**config.mk**
```make
export PLATFORM = sky130hd
export DESIGN_NAME = match_run_detector
export DESIGN_NICKNAME = d
export VERILOG_FILES = /design/src/rtl/match_run_detector.sv
export SDC_FILE = /design/constraint.sdc
export NUM_CORES = 1
export LEC_CHECK = 0
export CAP_MARGIN = 5
export CELL_PAD_IN_SITES_DETAIL_PLACEMENT = 2
export CELL_PAD_IN_SITES_GLOBAL_PLACEMENT = 2
export CORE_ASPECT_RATIO = 1.75
export CORE_UTILIZATION = 31
export CTS_CLUSTER_SIZE = 10
export DETAILED_ROUTE_END_ITERATION = 10
export DONT_BUFFER_PORTS = 1
export PLACE_DENSITY_LB_ADDON = 0.1
export SYNTH_ARGS = -nofsm -noshare
export SYNTH_HDL_FRONTEND = slang
export SYNTH_SLANG_ARGS = --single-unit
export TNS_END_PERCENT = 5
```
**constraint.sdc**
```tcl
create_clock -name Clock -period 1.8 [get_ports Clock]
set_input_delay 0.54 -clock Clock [delete_from_list [all_inputs] [get_ports Clock]]
set_output_delay 0.54 -clock Clock [all_outputs]
set_load 0.01 [all_outputs]
```
**src/rtl/match_run_detector.sv**
```systemverilog
// Consecutive match/mismatch run detector: counts qualifying samples up to RUN_LEN,
// flags detection while the run is complete and tallies detection events.
module match_run_detector #(
  parameter int WIDTH   = 1,
  parameter int RUN_LEN = 4,
  parameter int HIT_W   = 8,
  parameter int CNT_W   = $clog2(RUN_LEN + 1)
) (
  input  logic             Clock,
  input  logic             Reset,
  input  logic             en,
  input  logic             mode,
  input  logic [WIDTH-1:0] w1,
  input  logic [WIDTH-1:0] w2,
  input  logic             clear_hits,
  output logic             z,
  output logic [CNT_W-1:0] run,
  output logic [HIT_W-1:0] hits,
  output logic             hit_ovf
);

  localparam logic [CNT_W-1:0] RUN_MAX = CNT_W'(RUN_LEN);
  localparam logic [CNT_W-1:0] RUN_PRE = CNT_W'(RUN_LEN - 1);

  logic [CNT_W-1:0] run_q, run_d;
  logic [HIT_W-1:0] hits_q, hits_d;
  logic             hit_ovf_q, hit_ovf_d;
  logic             mode_q, mode_d;
  logic             qual, mode_chg, hit;

  always_comb begin
    qual      = mode ? (w1 != w2) : (w1 == w2);
    mode_chg  = (mode != mode_q);
    hit       = en & qual & ~mode_chg & (run_q == RUN_PRE);
    mode_d    = mode;
    run_d     = run_q;
    hits_d    = hits_q;
    hit_ovf_d = hit_ovf_q;

    // A mode change restarts the run even when sampling is disabled.
    if (mode_chg) begin
      run_d = '0;
    end else if (en) begin
      if (!qual) begin
        run_d = '0;
      end else if (run_q != RUN_MAX) begin
        run_d = run_q + 1'b1;
      end
    end

    // A clear coinciding with a hit keeps that hit in the fresh tally.
    if (clear_hits) begin
      hits_d    = hit ? HIT_W'(1) : '0;
      hit_ovf_d = 1'b0;
    end else if (hit) begin
      if (&hits_q) begin
        hit_ovf_d = 1'b1;
      end else begin
        hits_d = hits_q + 1'b1;
      end
    end
  end

  always_ff @(posedge Clock) begin
    if (Reset) begin
      run_q     <= '0;
      mode_q    <= 1'b0;
      hits_q    <= '0;
      hit_ovf_q <= 1'b0;
    end else begin
      run_q     <= run_d;
      mode_q    <= mode_d;
      hits_q    <= hits_d;
      hit_ovf_q <= hit_ovf_d;
    end
  end

  assign z       = (run_q == RUN_MAX);
  assign run     = run_q;
  assign hits    = hits_q;
  assign hit_ovf = hit_ovf_q;

endmodule

```
Word-level counts from Yosys, hierarchy flattened
Cells that the tools add are included.
- $add $sub $neg: 2
- multiply operators: 0
- div/mod/pow operators: 0
- $lt $le $gt $ge: 0
- equal/unequal tests: 8
- shift-type cells: 0
- mux-type cells: 7
- bitwise gates (word level): 4
- reduce and logical (&&, ||, !) cells: 7
- operators with widths (cell ; count):
    two-way mux 8 bit ; 3
    AND reduction 9 bit ; 1
    adder 8 x 1 -> 8 bit, second input constant ; 1
    AND reduction 8 bit ; 1
    two-way mux 3 bit ; 2
    AND reduction 2 bit ; 2
    OR reduction 2 bit ; 2
    adder 3 x 1 -> 3 bit, second input constant ; 1
    bitwise AND 1 bit ; 3
    equality test 3 x 2 -> 1 bit, second input constant ; 1
    equality test 3 bit, second input constant ; 1
    inequality test 3 bit, second input constant ; 1
    two-way mux 1 bit ; 2
    inequality test 1 bit ; 2
    inequality test 2 x 1 -> 1 bit, second input constant ; 1
    inequality test 2 bit, second input constant ; 1
    nonzero test 2 bit ; 1
    equality test 1 bit ; 1
    NOT 1 bit ; 1
- bits in registers: 13
- latch bits: 0
- bits in writable memories: 0
- bits in read-only memories: 0
- input port bits: 7
- logic and storage cells: 32
- memories: 0

Longest topological paths before layout
Gate-level depths: netlist of run 1.
- depth after elaboration: 7
- depth in mapped cells: 7

Worst setup path before layout of run 1
OpenSTA, ideal clock, no wires.
- path type: register to register
- start point: register run_q[0], in the netlist run[0]
- end point: register hit_ovf_q, in the netlist hit_ovf
- setup time: 0.115 ns
- arrival time: 1.690 ns
- required time: 1.685 ns
- path slack: -0.004 ns
- cell stages (with the launch flop): 8
- cells stage by stage: dfxtp_1 ha_1 ha_1 and4bb_2 mux2i_1 buf_2 nor3_1 o21a_1
- longest elaborated chain between the ends: 3
- RTL lines (what ; RTL line ; text):
    start: declaration ; 25 ; logic [CNT_W-1:0] run_q, run_d;
    start signal: assignment ; 71 ; run_q <= run_d;
    equality test 3 x 2 -> 1 bit ; 34 ; hit = en & qual & ~mode_chg & (run_q == RUN_PRE);
    bitwise AND 1 bit ; 34 ;
    AND reduction 9 bit (no line) ; - ;
    end signal: assignment ; 74 ; hit_ovf_q <= hit_ovf_d;
    end: declaration ; 27 ; logic hit_ovf_q, hit_ovf_d;
No other way between the ends.
A chain may end at the register's enable or synchronous reset.

Worst setup path after layout of run 1
- start point: register run_q[1], in the netlist run[1]
- end point: register hits_q[5], in the netlist hits[5]
- longest elaborated chain between the ends: 4
- RTL lines (what ; RTL line ; text):
    equality test 3 x 2 -> 1 bit ; 34 ;
    bitwise AND 1 bit ; 34 ;
    nonzero test 2 bit (no line) ; - ;
    AND reduction 2 bit (no line) ; - ;
    end signal: assignment ; 73 ; hits_q <= hits_d;
    end: declaration ; 26 ; logic [HIT_W-1:0] hits_q, hits_d;
No other way between the ends.

==> flow_summary.toml, run 1 <==
[clocking]
cts.path.max_buffers = 2
cts_tree = "yes"
ctsRootBufferMaster = "clkbuf_4"
htree_num_levels = 1
cts_hold_buf = 0
clkTransAtPathRegs_ps = 90
clk_latency_ps = 290
cts_made_buffers = 3
cts.sinks = 13

[critical_path]
path_buf_inv = 1
cp_slowest_cell = "or4_1"
required_ps = 2020
r2r_start = "run[1]"
worstPathArrival_ps = 1990
path_class = "reg2reg"
end_kind = "flip-flop"
crit_start = "run[1]"
cp_top_family = "simple AND/OR/NAND/NOR gates"
crit_fanout = 5
slowest_delay_ps = 490
cp_common_cell = "ha_4"
start_kind = "flip-flop"
path_cells = "ha_4, ha_4, and4bb_2, mux2i_2, buf_4, or4_1, a21oi_1"

[yosys]
synth-seq-area-share = 0.365
synth_top_cell_by_area = "dfxtp_1"
synth_flop_cell = "dfxtp_1"
avgSynthCellArea_sq_um = 8.80
syn_inst = 81
synth-seq-cells = 13
yosys-top-cells-area = "dfxtp_1, ha_1, o311ai_0"
ys_types = 31
synth.top_cell.area_share = 0.365
synth_adder_area_share = 0.0702
synthesis.area_sq_um = 713
synth_top_family_by_area = "compound AO/OA/AOI/OAI gates"
synth-edff-count = 0
synthSimpleGateAreaFrac = 0.212
muxShareOfSynthArea = 0.0281
synth_fp_nets = 92
synth_xor_area_frac = 0.0351
synth_compound_area_frac = 0.246
ys_async_sr_fraction = 0
ys_warn_count = 0

[global_routing]
grt_pass1_vias = 765
grt_pass1_wl_mm = 3.39
grt_max_degree = 10
overflow = 0
antenna_found_initial = 0
grt_util_all_layers = 0.197

[sta]
rsz0062_at_grt = "true"
whs_ps = 306
setup_slack_ps = 29.4
drv_slew = 0
fin_crit_sh = 0.984
fmax_ghz = 0.565
setup_tns_ps = 0
worstMarginPinSlew_ps = 427
hold_viol = 0
finalCriticalPeriod_ps = 1770
clock_skew_ps = 8.35
timing.max_slew.rel_slack = 0.713
setup_viol = 0

[pwr]
power.leakage_nw = 0.304
clock_power_share = 0.368
p_comb_frac = 0.077
cellInternalPower_w = 0.000397
p_per_area_mw_per_mm2 = 593
ir_worst_vdd_v = 0.000288
p_sw_w = 0.000131
netSwitchingFraction = 0.248
power_frac_seq = 0.555

[floorplanning]
die_width_um = 38.3
initial_core_util = 0.336
coreArea_sq_mm = 0.00212
die_y_um = 65.5
row_count = 22
pin_count = 20
die-area_sq_mm = 0.00250

[hold_path]
worstHoldStart = "Reset"
min_path_type = "in2reg"

[status]
status = "finished clean"

[drt]
drtIter0Drc = 13
avgRoutedWirePerCell_um = 17.2
ant_nets = 0
num_vias = 688
drc = 0
wl_mm = 2.05
vias_per_cell = 5.78
first_pass_iters = 4

[finish]
fillCellCount = 234
area_growth_pct = 24.7
nNetsFinal = 107
drive_above_1_share = 0.284
n_antenna_cell = 0

[placed_design]
pre_cts_slack_ps = -18.3
io_buffers = 0
gp_congestion = 0.681
hpwlAfterDp_mm = 1.57

[job]
cap_violations = 0
## final timing paths
kind              endpoint  slack (ps)  cells after the start
setup / recovery   hits[5]          30                      7
hold / removal      mode_q         310                      1
hold reg to reg    hit_ovf         560                      1
setup reg to reg   hits[5]          30                      7
## cells in the final DEF, fill, tap and decap left out, types with 3 or more instances in the layout
cell type / n
dfxtp_1: 11
o31ai_1: 3
o311ai_1: 4
o41ai_1: 4
clkbuf_4: 3
inv_1: 6
nand2_1: 6
buf_4: 12
nor2_1: 6
o21ai_0: 4
a21oi_1: 3
## logic make-up after synthesis
| logic type | count (synthesis) |
|---|---|
| compound gates | 24 |
| xor+xnor | 2 |
| fa+ha+maj | 4 |
| buf+inv | 8 |
| flops | 13 |
| mux | 2 |
| simple gates | 28 |
## power by group through the flow
stage | sequential [W] | combinational, W | clock, W
finish | 0.000293 | 0.0000404 | 0.000194
global route | 0.000293 | 0.0000447 | 0.000217
floorplan | 0.000300 | 0.0000246 | 0
detailed placement | 0.000299 | 0.0000409 | 0
CTS | 0.000293 | 0.0000410 | 0.000197
global placement | 0.000299 | 0.0000390 | 0
## final cells by class
type	count	area, sq um	area share
clock buffer	4	26.3	0.0295
inverter	6	22.5	0.0253
multi-input combinational	60	458	0.515
sequential	13	263	0.295
tap	24	30.0	0.0338
timing repair buffer	12	90.1	0.101
## stage by stage
step | cells | utilization | instance area, sq um | total power (W)
2_1_floorplan | 81 | - | 717 | 0.000324
3_3_place_gp | 114 | 0.387 | 821 | 0.000338
3_5_place_dp | 114 | 0.387 | 821 | 0.000340
4_1_cts | 119 | 0.416 | 882 | 0.000531
5_1_grt | 119 | 0.420 | 890 | 0.000555
6_report | 119 | 0.420 | 890 | 0.000527
## sequential cells by signal, summed over array words and instances, names as in the netlist
name     cells
hits         8
run          3
hit_ovf      1
mode_q       1
## cells in the mapped netlist (2+ instances only)
master,count
nand3_1,2
ha_1,4
nor3_1,2
o41ai_1,4
nand2_1,6
o21ai_0,4
mux2i_1,2
a21oi_1,3
o31ai_1,3
nor2_1,6
or3_1,2
o311ai_0,4
or2_2,2
o21a_1,2
nor2b_1,2
inv_1,6
dfxtp_1,13
## repair_timing
item / in CTS / in global routing
resized for setup: 6 / 6
setup endpoints to repair: 1 / 7
pin swaps: 4 / 0
buffers inserted: 1 / 0
## layer usage
metal	up-vias	part of all wire	routed length [um]	global-route usage
li1	329	-	-	-
met1	338	0.33	680	0.178
met2	17	0.61	1260	0.369
met3	4	0.030	62	0.0270
met4	0	0.022	45	0.134
met5	-	0	0	0
Note: power is estimated with default switching activity, not from simulation.
==> inputs of run 2 (changes only) <==
- MAX_ROUTING_LAYER: default -> met4
==> run 2 against run 1 <==
  * Combinational power about the same
  * Global-route usage rose by 0.49 points
  * Utilization did not move
  * First-iteration DRC count unchanged
  * Flip-flop and latch count stayed put
  * Highest routed layer unchanged
==> flow_summary.toml, run 2 (synthesis gave the netlist of run 1 again) <==
[status]
status = "finished clean"

[clocking]
cts_made_buffers = 3
clkTransAtPathRegs_ps = 90
ctsRootBufferMaster = "clkbuf_4"
cts_tree = "yes"
clk_latency_ps = 290
cts.sinks = 13
htree_num_levels = 1
cts.path.max_buffers = 2

[sta]
worstMarginPinSlew_ps = 428
setup_viol = 0
clock_skew_ps = 8.35
timing.max_slew.rel_slack = 0.712
hold_viol = 0
finalCriticalPeriod_ps = 1770
rsz0062_at_grt = "true"
drv_slew = 0
fmax_ghz = 0.565
setup_slack_ps = 29.4
fin_crit_sh = 0.984
whs_ps = 306

[floorplanning]
row_count = 22
die_y_um = 65.5
coreArea_sq_mm = 0.00212
pin_count = 20
die-area_sq_mm = 0.00250
initial_core_util = 0.336
die_width_um = 38.3

[critical_path]
cp_slowest_cell = "or4_1"
cp_common_cell = "ha_4"
slowest_delay_ps = 490
path_cells = "ha_4, ha_4, and4bb_2, mux2i_2, buf_4, or4_1, a21oi_1"
required_ps = 2020
worstPathArrival_ps = 1990
start_kind = "flip-flop"
path_class = "reg2reg"
end_kind = "flip-flop"
crit_fanout = 5
cp_top_family = "simple AND/OR/NAND/NOR gates"
path_buf_inv = 1

[placed_design]
dpl_cell_area_sq_um = 821
io_buffers = 0
pre_cts_slack_ps = -18.3
hpwlAfterDp_mm = 1.57
gp_congestion = 0.688

[finish]
fillCellCount = 234
final_cell_mix = "buf_4, dfxtp_1, inv_1, nor2_1, nand2_1"
design_area_sq_um = 890
mostFrequentLayoutCell = "buf_4"
drive_above_1_share = 0.284
n_antenna_cell = 0
area_growth_pct = 24.7
largest_reg_flops = 8
utilization = 0.420
nNetsFinal = 107

[global_routing]
busiest_layer = "met2"
overflow = 0
grt_use_met1 = 0.178
grt_pass1_vias = 765
grt_pass1_wl_mm = 3.39
grt_use_met2 = 0.369
gr-usage-met3 = 0.0270
antenna_found_initial = 0
grt_util_all_layers = 0.202
grt_max_degree = 10

[pwr]
power.total_w = 0.000528
ir_worst_vdd_v = 0.000288
power.leakage_nw = 0.304
p_per_area_mw_per_mm2 = 593

[drt]
vias_per_cell = 5.78
wl_mm = 2.05
num_vias = 688
ant_nets = 0
first_pass_iters = 4
drtIter0Drc = 13
avgRoutedWirePerCell_um = 17.2
drc = 0

[hold_path]
min_path_type = "in2reg"

[job]
cap_violations = 0
[run 2: cell counts in the layout (fill, tap and decap cells not counted)]
Identical to the previous run, type by type.
[run 2: layer usage]
layer	share of wire	up-vias
li1	-	329
met1	0.33	338
met2	0.61	17
met3	0.032	4
met4	0.022	0
met5	0	-
[run 2: area by class of cell]
class | count | area (sq um) | share of cell area
inverter | 6 | 22.5 | 0.0253
clock buffer | 4 | 26.3 | 0.0295
timing repair buffer | 12 | 90.1 | 0.101
tap | 24 | 30.0 | 0.0338
multi-input combinational | 60 | 458 | 0.515
sequential | 13 | 263 | 0.295
[run 2: worst paths after layout]
check                           startpoint      end  slack, ps  cells past startpoint
worst max register to register      run[1]  hits[5]         30                      7
worst min register to register     hit_ovf  hit_ovf        560                      1
worst min-delay path                 Reset   mode_q        310                      1
worst max-delay path                run[1]  hits[5]         30                      7
[run 2: metrics by stage]
stage,instances,setup TNS [ps]
3_3_place_gp,114,0
2_1_floorplan,81,0
4_1_cts,119,0
3_5_place_dp,114,-18.3
6_report,119,0
5_1_grt,119,-67.1
[run 2: what timing repair did]
| item | in CTS | in global routing |
|---|---|---|
| setup endpoints to repair | 1 | 7 |
| buffers inserted | 1 | 0 |
| hold endpoints to repair | 0 | 0 |
| cloned | 0 | 0 |
| gates resized for setup | 6 | 6 |
| pin swaps | 4 | 0 |
| hold buffers | 0 | 0 |
[run 2: power breakdown]
part	leakage, nW	internal [W]	switching (W)
clock network	0.0150	0.0000862	0.000108
logic	0.183	0.0000203	0.0000201
registers	0.106	0.000290	0.00000269
total	0.304	0.000397	0.000131
